<file path="src/rtl/jtframe_dump_sched.sv">
// Frame-based capture scheduler: counts VS falling edges, waits for ROM
// download to end, then opens a single capture window of DUMP_LEN frames
// starting at START_FRAME (or immediately on a manual trigger).
module jtframe_dump_sched #(
   parameter int              CNTW        = 32,
   parameter logic [CNTW-1:0] START_FRAME = '0,
   parameter int unsigned     DUMP_LEN    = 16,
   parameter bit              WAIT_DL     = 1'b1
)(
   input  logic            clk,
   input  logic            rst,
   input  logic            vs,
   input  logic            downloading,
   input  logic            trig,
   output logic [CNTW-1:0] frame_cnt,
   output logic            dump_en,
   output logic            dump_start,
   output logic            dump_stop,
   output logic [1:0]      st
);

   localparam logic [1:0] ST_WAIT_DL = 2'd0;
   localparam logic [1:0] ST_ARMED   = 2'd1;
   localparam logic [1:0] ST_DUMPING = 2'd2;
   localparam logic [1:0] ST_DONE    = 2'd3;

   // State entered after reset and after a new download begins
   localparam logic [1:0] ST_IDLE = WAIT_DL ? ST_WAIT_DL : ST_ARMED;

   logic            vs_l_q;
   logic            dl_l_q;
   logic [CNTW-1:0] frame_cnt_q, frame_cnt_d;
   logic [1:0]      st_q, st_d;
   logic [31:0]     len_q, len_d;
   logic            dump_en_q, dump_en_d;
   logic            dump_start_q, dump_start_d;
   logic            dump_stop_q, dump_stop_d;

   logic tick;
   logic dl_fall;
   logic dl_rise;
   logic start_hit;

   assign tick    = vs_l_q & ~vs;
   assign dl_fall = dl_l_q & ~downloading;
   assign dl_rise = ~dl_l_q & downloading;

   // The frame compare uses the count before this tick's increment
   assign start_hit = (tick && frame_cnt_q == START_FRAME) || trig;

   // Input history for edge detection. These keep tracking the inputs through
   // reset so that no phantom edge is seen on the first cycle after it.
   always_ff @(posedge clk) begin
      vs_l_q <= vs;
      dl_l_q <= downloading;
   end

   // Frame counter: download end clears it, which takes priority over a tick
   always_comb begin
      frame_cnt_d = frame_cnt_q;
      if (dl_fall) begin
         frame_cnt_d = '0;
      end else if (tick) begin
         frame_cnt_d = frame_cnt_q + 1'b1;
      end
   end

   // Window state machine; a new download aborts everything
   always_comb begin
      st_d         = st_q;
      len_d        = len_q;
      dump_en_d    = dump_en_q;
      dump_start_d = 1'b0;
      dump_stop_d  = 1'b0;
      if (dl_rise) begin
         st_d        = ST_IDLE;
         dump_en_d   = 1'b0;
         dump_stop_d = (st_q == ST_DUMPING);
      end else begin
         case (st_q)
            ST_WAIT_DL: begin
               if (dl_fall) st_d = ST_ARMED;
            end
            ST_ARMED: begin
               if (start_hit) begin
                  st_d         = ST_DUMPING;
                  dump_en_d    = 1'b1;
                  dump_start_d = 1'b1;
                  len_d        = DUMP_LEN;
               end
            end
            ST_DUMPING: begin
               // DUMP_LEN of zero keeps the window open indefinitely
               if (tick && DUMP_LEN != 0) begin
                  if (len_q == 32'd1) begin
                     st_d        = ST_DONE;
                     dump_en_d   = 1'b0;
                     dump_stop_d = 1'b1;
                  end
                  len_d = len_q - 32'd1;
               end
            end
            default: begin
               // DONE is terminal until reset or a new download
               st_d = st_q;
            end
         endcase
      end
   end

   // State registers with synchronous reset; reset drops the window silently
   always_ff @(posedge clk) begin
      if (rst) begin
         frame_cnt_q  <= '0;
         st_q         <= ST_IDLE;
         len_q        <= '0;
         dump_en_q    <= 1'b0;
         dump_start_q <= 1'b0;
         dump_stop_q  <= 1'b0;
      end else begin
         frame_cnt_q  <= frame_cnt_d;
         st_q         <= st_d;
         len_q        <= len_d;
         dump_en_q    <= dump_en_d;
         dump_start_q <= dump_start_d;
         dump_stop_q  <= dump_stop_d;
      end
   end

   assign frame_cnt  = frame_cnt_q;
   assign dump_en    = dump_en_q;
   assign dump_start = dump_start_q;
   assign dump_stop  = dump_stop_q;
   assign st         = st_q;

endmodule

</file>
<file path="config.mk">
export PLATFORM = sky130hd
export DESIGN_NAME = jtframe_dump_sched
export DESIGN_NICKNAME = d
export VERILOG_FILES = /design/src/rtl/jtframe_dump_sched.sv
export SDC_FILE = /design/constraint.sdc
export NUM_CORES = 1
export LEC_CHECK = 0
export ABC_AREA = 1
export ABC_CLOCK_PERIOD_IN_PS = 1850
export CELL_PAD_IN_SITES_DETAIL_PLACEMENT = 1
export CELL_PAD_IN_SITES_GLOBAL_PLACEMENT = 1
export CORE_ASPECT_RATIO = 0.8
export CORE_UTILIZATION = 40
export DETAILED_ROUTE_END_ITERATION = 8
export GPL_TIMING_DRIVEN = 1
export PLACE_DENSITY = 0.91
export SLEW_MARGIN = 30
export SYNTH_ARGS = -nofsm -noshare
export SYNTH_HDL_FRONTEND = slang
export SYNTH_SLANG_ARGS = --single-unit
</file>
<file path="constraint.sdc">
create_clock -name clk -period 1.85 [get_ports clk]
set_input_delay 0.37 -clock clk [delete_from_list [all_inputs] [get_ports clk]]
set_output_delay 0.37 -clock clk [all_outputs]
set_load 0.005 [all_outputs]
</file>
# ---- After elaboration in Yosys (flattened, before gate mapping)
# Index checks and enable logic that the tools add are counted.
dict set report word_totals {
  out_inout_bits 37
  word_cells 54
  ff_bits 71
}
dict set report op_classes {
  eq_ne 7
  bitwise_logic 8
  n_mux 17
  reduce_logical 12
  n_addsub 2
}
# op count
set op_table {}
lappend op_table {{$mux W32} 2}
lappend op_table {{$pmux W32 S2} 1}
lappend op_table {{$add A32 B1 Y32 const B} 1}
lappend op_table {{$eq A32 B1 Y1 const B} 1}
lappend op_table {{$logic_not A32 Y1} 1}
lappend op_table {{$sub A32 B1 Y32 const B} 1}
lappend op_table {{$mux W1} 8}
lappend op_table {{$mux W2} 4}
lappend op_table {{$reduce_and A4 Y1} 2}
lappend op_table {{$ne A2 B2 Y1 const B} 3}
lappend op_table {{$pmux W2 S3} 1}
lappend op_table {{$not A1 Y1} 5}
lappend op_table {{$reduce_and A5 Y1} 1}
lappend op_table {{$reduce_or A2 Y1} 2}
lappend op_table {{$and A1 B1 Y1} 3}
lappend op_table {{$reduce_bool A3 Y1} 1}
lappend op_table {{$reduce_or A3 Y1} 1}
lappend op_table {{$eq A2 B1 Y1 const B} 1}
lappend op_table {{$eq A2 B2 Y1 const B} 1}
lappend op_table {{$logic_not A2 Y1} 1}
lappend op_table {{$ne A2 B1 Y1 const B} 1}
lappend op_table {{$pmux W1 S2} 1}
lappend op_table {{$reduce_bool A2 Y1} 1}
lappend op_table {{$logic_and A1 B1 Y1} 1}
lappend op_table {{$logic_or A1 B1 Y1} 1}

# ---- Logic depth before layout (Yosys ltp)
# Gate-level depths: netlist of run 1.
dict set report logic_depth {
  word_depth 6
  depth_mapped 13
}

# ---- Worst setup path before layout of run 1
# Ideal clock, no wire load.
dict set report synth_timing {
  kind {register to register}
  from {register st_q[0], in the netlist st[0]}
  to {register len_q[25]}
  t_arrival_ns 1.495
  synth_period_minus_slack_ns 1.623
  path_slack_ns 0.227
  required_ns 1.722
  path_stages_with_launch 9
  setup_time_ns 0.128
  path_cell_list {dfxtp_1 inv_1 ha_1 inv_1 a211oi_4 buf_2 a21oi_1 nor2_1 nor2_1}
}
dict set report synth_between {
  elab_chain_len 3
}
# element line_no
set synth_lines {}
lappend synth_lines {{from (decl)} 33} ;# logic [1:0] st_q, st_d;
lappend synth_lines {{from (signal assigned)} 122} ;# st_q <= st_d;
lappend synth_lines {{$eq A2 B1 Y1 or $eq A2 B2 Y1 (tied branches)} 80} ;# case (st_q)
lappend synth_lines {{$ne A2 B2 Y1 (no source line) or $reduce_bool A2 Y1 (tied branches)} --}
lappend synth_lines {{$reduce_and A4 Y1 (no source line)} --}
lappend synth_lines {{to (signal assigned)} 123} ;# len_q <= len_d;
lappend synth_lines {{to (decl)} 34} ;# logic [31:0] len_q, len_d;
# Parallel ways exist; a longest one is shown, timed or not.
# A chain may end at the register's enable or synchronous reset.

# ---- Worst setup path in the final report of run 1
dict set report layout_timing {
  from {register len_q[8]}
  to {register len_q[26]}
}
dict set report layout_between {
  elab_chain_len 3
}
# element line_no
set layout_lines {}
lappend layout_lines {{$sub A32 B1 Y32} 100} ;# len_d = len_q - 32'd1;
lappend layout_lines {{$mux W32} 94} ;# if (tick && DUMP_LEN != 0) begin
lappend layout_lines {{$pmux W32 S2} 80}
# No other way between the ends. The select of a mux whose other input is x is not followed.

==> out/qor.yml, run 1 <==
synth_area_mm2: 0.00451
ys_warn_count: 0
final_cell_mix: "184 x nand2_1, 152 x nor2_1, 65 x inv_1, 60 x dfxtp_1, 57 x buf_4"
rsz0062_at_grt: "true"
grt_max_degree: 34
synthXorXnorAreaFrac_pct: 3.69
grt_usage_pct: 34.1
rrSetupSlack_ns: -0.13
first_iter_violations: 759
drcViolationCount: 0
wl_um: 25100
syn_avg_cell_area_um2: 6.04
postPlaceCellArea_mm2: 0.00545
yosysUniqueCellTypes: 36
ys_top_cells_by_area: "dfxtp_1 32%, nand2_1 16%, nor2_1 14%"
dr_total_vias: 6355
cts_sinks: 71
crit_fanout: 4
vias_per_cell: 6.36
finalNonFillerCells: 999
clkLatencyLatePin_ns: 0.36
final_common_cell: "nand2_1"
grt_pass1_vias: 5825
synth_top_area_share_pct: 31.5
post-synth-top-area-cell: "dfxtp_1"
synth-compound-area-share_pct: 9.32
wl_per_cell_um: 25.1
hp-start: "vs"
synth_cells: 747
dieArea_mm2: 0.0117
num_rows: 34
hold_path_class: "input port to flop"
grt_pass1_wl_um: 31100
path_cells: "nor2_1, nand2_1, nor2_1, nand2_1, o21ai_2, nand3_1, nor2_1, nor2_1, nor2_1"
fmax_mhz: 504
p_leak_uw: 0.00257
finalSetupTns_ns: -1.73
die_w_um: 121
cts_hold_buf: 0
fillers: 1471
r2r_cells: 9
pwr_density_cell_mw_per_mm2: 1250
dp_cells: 965
synthMuxAreaShare_pct: 0
synth_top_family_by_area: "simple AND/OR/NAND/NOR gates"
status: "finished, violations left"
place_congestion: 0.947
worstMarginPinSlew_ns: 0.479
cts_tree: "yes"
diodes: 0
worstReg2RegEnd: "len_q[26]"
start_util_pct: 41.2
area_growth_pct: 39.3
fin_util_pct: 57.4
dp_hpwl_um: 12800
synthSimpleGateAreaFrac_pct: 44.9
fin_area_mm2: 0.00628
worst_clock_skew_ns: 0.0105
crit_required_ns: 2.11
root_buffer: "clkbuf_16"
fin_crit_ns: 1.98
fin_crit_sh_pct: 107
fp.dieH_um: 97.0
io_buffers: 41
multi_input_area_mm2: 0.00296
layout_setup_ws_ns: -0.133
dr.pass1.iters: 5
end_kind: "flop"
crit_type: "flop to flop"
worstHoldEndpoint: "vs_l_q"
arrival_ns: 2.24
clockBufferDepth: 2
crit_top_cell: "nor2_1"
final-seq-area_mm2: 0.00144
cpMaxStageDelayCell: "dfxtp_1"
ioPinCount: 42
max-slew-margin-rel_pct: 68.0
r2r-start: "len_q[8]"
antenna_found_initial: 0
yosys_register_bits: 71
cpPeakStageDelay_ns: 0.36
detail-route-antenna-nets: 0
violations: "setup timing"
clkTransAtPathRegs_ns: 0.07
gr-total-overflow: 0
drv_slew: 0
cts-buffers-inserted: 9
ir_drop_mv: 0.534
setup_viol: 36
fin_nets: 864
drive_gt1_share_pct: 19.4
synthAdderAreaFrac_pct: 2.22
htree_levels: 3
maxCapViolations: 0
critPathLaunchType: "flop"
core_mm2: 0.0109
hold_viol: 0
ys_seq_area_share_pct: 31.5
whs_path_depth: 1
hold_ws_ns: 0.231
synth_nets: 760
## state kept, by name (all words and copies together), names as in the netlist
| name | cells |
|---|---|
| frame_cnt | 32 |
| len_q | 32 |
| st | 2 |
| dl_l_q | 1 |
| dump_en | 1 |
| dump_start | 1 |
| dump_stop | 1 |
| vs_l_q | 1 |
## worst max-delay path by stage
stage                 startpoint       endpoint  cells after the start
finish                  len_q[8]      len_q[26]                      9
detailed placement            vs      len_q[26]                     10
global placement              vs  frame_cnt[23]                      8
floorplan                  st[0]      len_q[25]                      8
CTS                 frame_cnt[3]  frame_cnt[21]                      8
global route           len_q[11]      len_q[28]                     11
## synth_stat cells (all sizes together)
cell type	number
a21oi	57
nand3b	2
xnor2	11
clkinv	1
or2	1
nor3b	3
nand3	59
nand2	193
inv	69
buf	11
clkbuf	11
dfxtp	71
ha	8
a21boi	1
xor2	8
o21bai	1
nor2	183
nor3	15
nor4	1
a211oi	1
and3	1
o31ai	1
o21a	1
o21ai	17
nand4	20
## cell families (layout without fill, tap and decap cells)
logic type | after synthesis | after routing
compound gates | 79 | 79
simple gates | 478 | 479
xor+xnor | 19 | 19
fa+ha+maj | 8 | 8
buf+inv | 92 | 199
flops | 71 | 71
## metal layers
metal | track usage (%) | up-vias | wire [um]
met2 | 55.5 | 532 | 11400
met3 | 6.49 | 183 | 2480
li1 | - | 2586 | -
met4 | 10.6 | 0 | 1680
met1 | 45.2 | 3054 | 9580
met5 | 0 | - | 0
## where the power goes
group | internal (uW) | switching (uW)
registers | 1620 | 129
clock network | 1030 | 773
logic | 1460 | 2860
## critical path: cells and delay by family, from the launching register on
family	cells	cell delay [ns]
DFF	1	0.36
and+or+nand+nor	8	1.33
AOI/OAI and AO/OA	1	0.20
## repair_timing
item,4_1_cts,5_1_grt
setup endpoints to repair,19,52
gates resized for setup,8,78
gates cloned,0,4
pin swaps,1,26
setup buffers,1,14
## metrics by stage
step | power [uW] | setup slack [ns]
detailed placement | 4890 | -0.352
floorplan | 3950 | 0.227
global route | 8130 | -0.232
global placement | 4690 | -0.296
CTS | 6800 | 0.000808
finish | 7880 | -0.133
## layout make-up
type	instances	area share, %
Clock buffer	9	3.59
Clock inverter	6	0.996
Inverter	70	4.18
Multi-Input combinational cell	585	47.1
Sequential cell	71	22.9
Tap cell	144	2.87
Timing Repair Buffer	114	18.4
Power figures use the tool's default switching activity.
==> inputs of run 2 (changes only) <==
--- a/config.mk
+++ b/config.mk
@@ -6,11 +6,12 @@
 export NUM_CORES = 1
 export LEC_CHECK = 0
 export ABC_AREA = 1
-export ABC_CLOCK_PERIOD_IN_PS = 1850
+export ABC_CLOCK_PERIOD_IN_PS = 2200
 export CELL_PAD_IN_SITES_DETAIL_PLACEMENT = 1
 export CELL_PAD_IN_SITES_GLOBAL_PLACEMENT = 1
 export CORE_ASPECT_RATIO = 0.8
 export CORE_UTILIZATION = 40
+export CTS_CLUSTER_SIZE = 10
 export DETAILED_ROUTE_END_ITERATION = 8
 export GPL_TIMING_DRIVEN = 1
 export PLACE_DENSITY = 0.91
==> constraint.sdc (replaced) <==
create_clock -name clk -period 2.2 [get_ports clk]
set_input_delay 0.44 -clock clk [delete_from_list [all_inputs] [get_ports clk]]
set_output_delay 0.44 -clock clk [all_outputs]
set_load 0.005 [all_outputs]
==> run 2 against run 1 <==
Compared with the run above:
- the flow now finishes without violations
- die area unchanged
- first-iteration DRC count shrank 51%
- combinational power is 40% lower
- cell count fell by 4.9%
- critical path type unchanged
- critical endpoint is now len_q[20]
- largest cell class unchanged
==> out/qor.yml, run 2 (synthesized netlist as in run 1, its figures left out) <==
worstReg2RegEnd: "len_q[20]"
hp-start: "dump_en"
max-slew-margin-rel_pct: 61.7
dr.pass1.iters: 5
critPathLaunchType: "flop"
grt_pass1_vias: 5218
ir_drop_mv: 0.455
arrival_ns: 2.33
root_buffer: "clkbuf_16"
fin_nets: 814
die_w_um: 121
crit_type: "flop to flop"
rrSetupSlack_ns: 0.14
antenna_found_initial: 0
final_common_cell: "nand2_1"
dieArea_mm2: 0.0117
r2r-start: "frame_cnt[0]"
crit_fanout: 33
first_iter_violations: 371
fin_crit_sh_pct: 93.7
ioPinCount: 42
wl_um: 16500
fp.dieH_um: 97.0
grt_max_degree: 35
clockBufferDepth: 2
whs_path_depth: 2
grt_pass1_wl_um: 26800
drive_gt1_share_pct: 7.07
final_cell_mix: "190 x nand2_1, 174 x nor2_1, 71 x dfxtp_1, 68 x inv_1"
worst_clock_skew_ns: 0.00699
pwr_density_cell_mw_per_mm2: 1010
path_cells: "inv_1, ha_1, nand2_1, nor2_1, nand2_1, nor2_2, nand2_2, nand3_4, nand2_4, nand2_1, a21oi_1"
drcViolationCount: 0
postPlaceCellArea_mm2: 0.00519
start_util_pct: 41.2
fmax_mhz: 485
grt_usage_pct: 29.4
detail-route-antenna-nets: 0
cpPeakStageDelay_ns: 0.44
area_growth_pct: 21.8
clkLatencyLatePin_ns: 0.35
end_kind: "flop"
num_rows: 34
crit_required_ns: 2.47
dr_total_vias: 5189
fin_area_mm2: 0.00549
cpMaxStageDelayCell: "dfxtp_1"
hold_path_class: "flop to flop"
diodes: 0
crit_family: "simple AND/OR/NAND/NOR gates"
worstHoldEndpoint: "dump_en"
place_congestion: 0.918
vias_per_cell: 5.46
htree_levels: 3
cts_tree: "yes"
r2r_cells: 11
p_leak_uw: 0.00222
dp_hpwl_um: 12100
maxCapViolations: 0
cts_sinks: 71
fin_crit_ns: 2.06
clkTransAtPathRegs_ns: 0.06
worstMarginPinSlew_ns: 0.570
cts_hold_buf: 0
cts.repair.resized: 0
rsz0062_at_grt: "false"
core_mm2: 0.0109
status: "finished clean"
wl_per_cell_um: 17.4
gr-total-overflow: 0
cts-buffers-inserted: 9
drv_slew: 0
fillers: 1495
setup_viol: 0
cts_setup_buffers: 0
io_buffers: 41
crit_top_cell: "nand2_1"
hold_ws_ns: 0.475
hold_viol: 0
cp_num_buf_inv: 1
run 2: changes by cell type in the layout (fill, tap and decap cells not counted), sizes merged:
cell	change
clkinvlp	-1
clkbuf	-2
dlymetal6s2s	-1
clkinv	+1
nand2	-1
clkdlybuf4s50	+1
buf	-46
run 2: cell type report:
type	count	area, um^2	share of cell area [%]
inverter	70	263	4.78
clock inverter	6	60.1	1.09
multi-input combinational	584	2710	49.4
tap	144	180	3.28
timing repair buffer	65	616	11.2
clock buffer	10	239	4.35
sequential	71	1420	25.9
run 2: per-stage QoR:
stage | TNS (ns) | util (%) | cells | power (uW) | setup WS [ns]
finish | 0 | 50.2 | 950 | 5560 | 0.139
global route | 0 | 50.2 | 950 | 5960 | 0.0195
CTS | 0 | 50.2 | 950 | 5550 | 0.160
detailed placement | -2.56 | 47.5 | 934 | 4000 | -0.128
global placement | -0.0134 | 47.5 | 934 | 3830 | -0.0134
floorplan | 0 | - | 747 | 3320 | 0.577
run 2: worst max path at each step:
stage	start	endpoint	slack, ns	cells past startpoint
finish	frame_cnt[0]	len_q[20]	0.14	11
global route	frame_cnt[0]	len_q[20]	0.02	11
CTS	frame_cnt[0]	len_q[20]	0.16	11
detailed placement	vs	len_q[20]	-0.13	9
global placement	vs	len_q[1]	-0.01	9
floorplan	st[0]	len_q[25]	0.58	8
run 2: metal layers:
layer	wire [um]	vias up	GRT usage, %	part of all wire, %
li1	-	2495	-	-
met1	7840	2514	41.3	48
met2	7490	161	46.2	45
met3	945	19	5.13	5.7
met4	215	0	7.88	1.3
met5	0	-	0	0
run 2: tightest hold or removal path, stage by stage, from the launching register on:
cell     delay (ns)
dfxtp_1        0.32
inv_1          0.06
a21oi_1        0.06
run 2: report_power, final:
part	leakage, uW	total (uW)	switching (uW)	internal [uW]
clock network	0.000144	1510	610	903
logic	0.00150	2590	1740	850
registers	0.000574	1450	93.1	1360
total	0.00222	5560	2440	3110
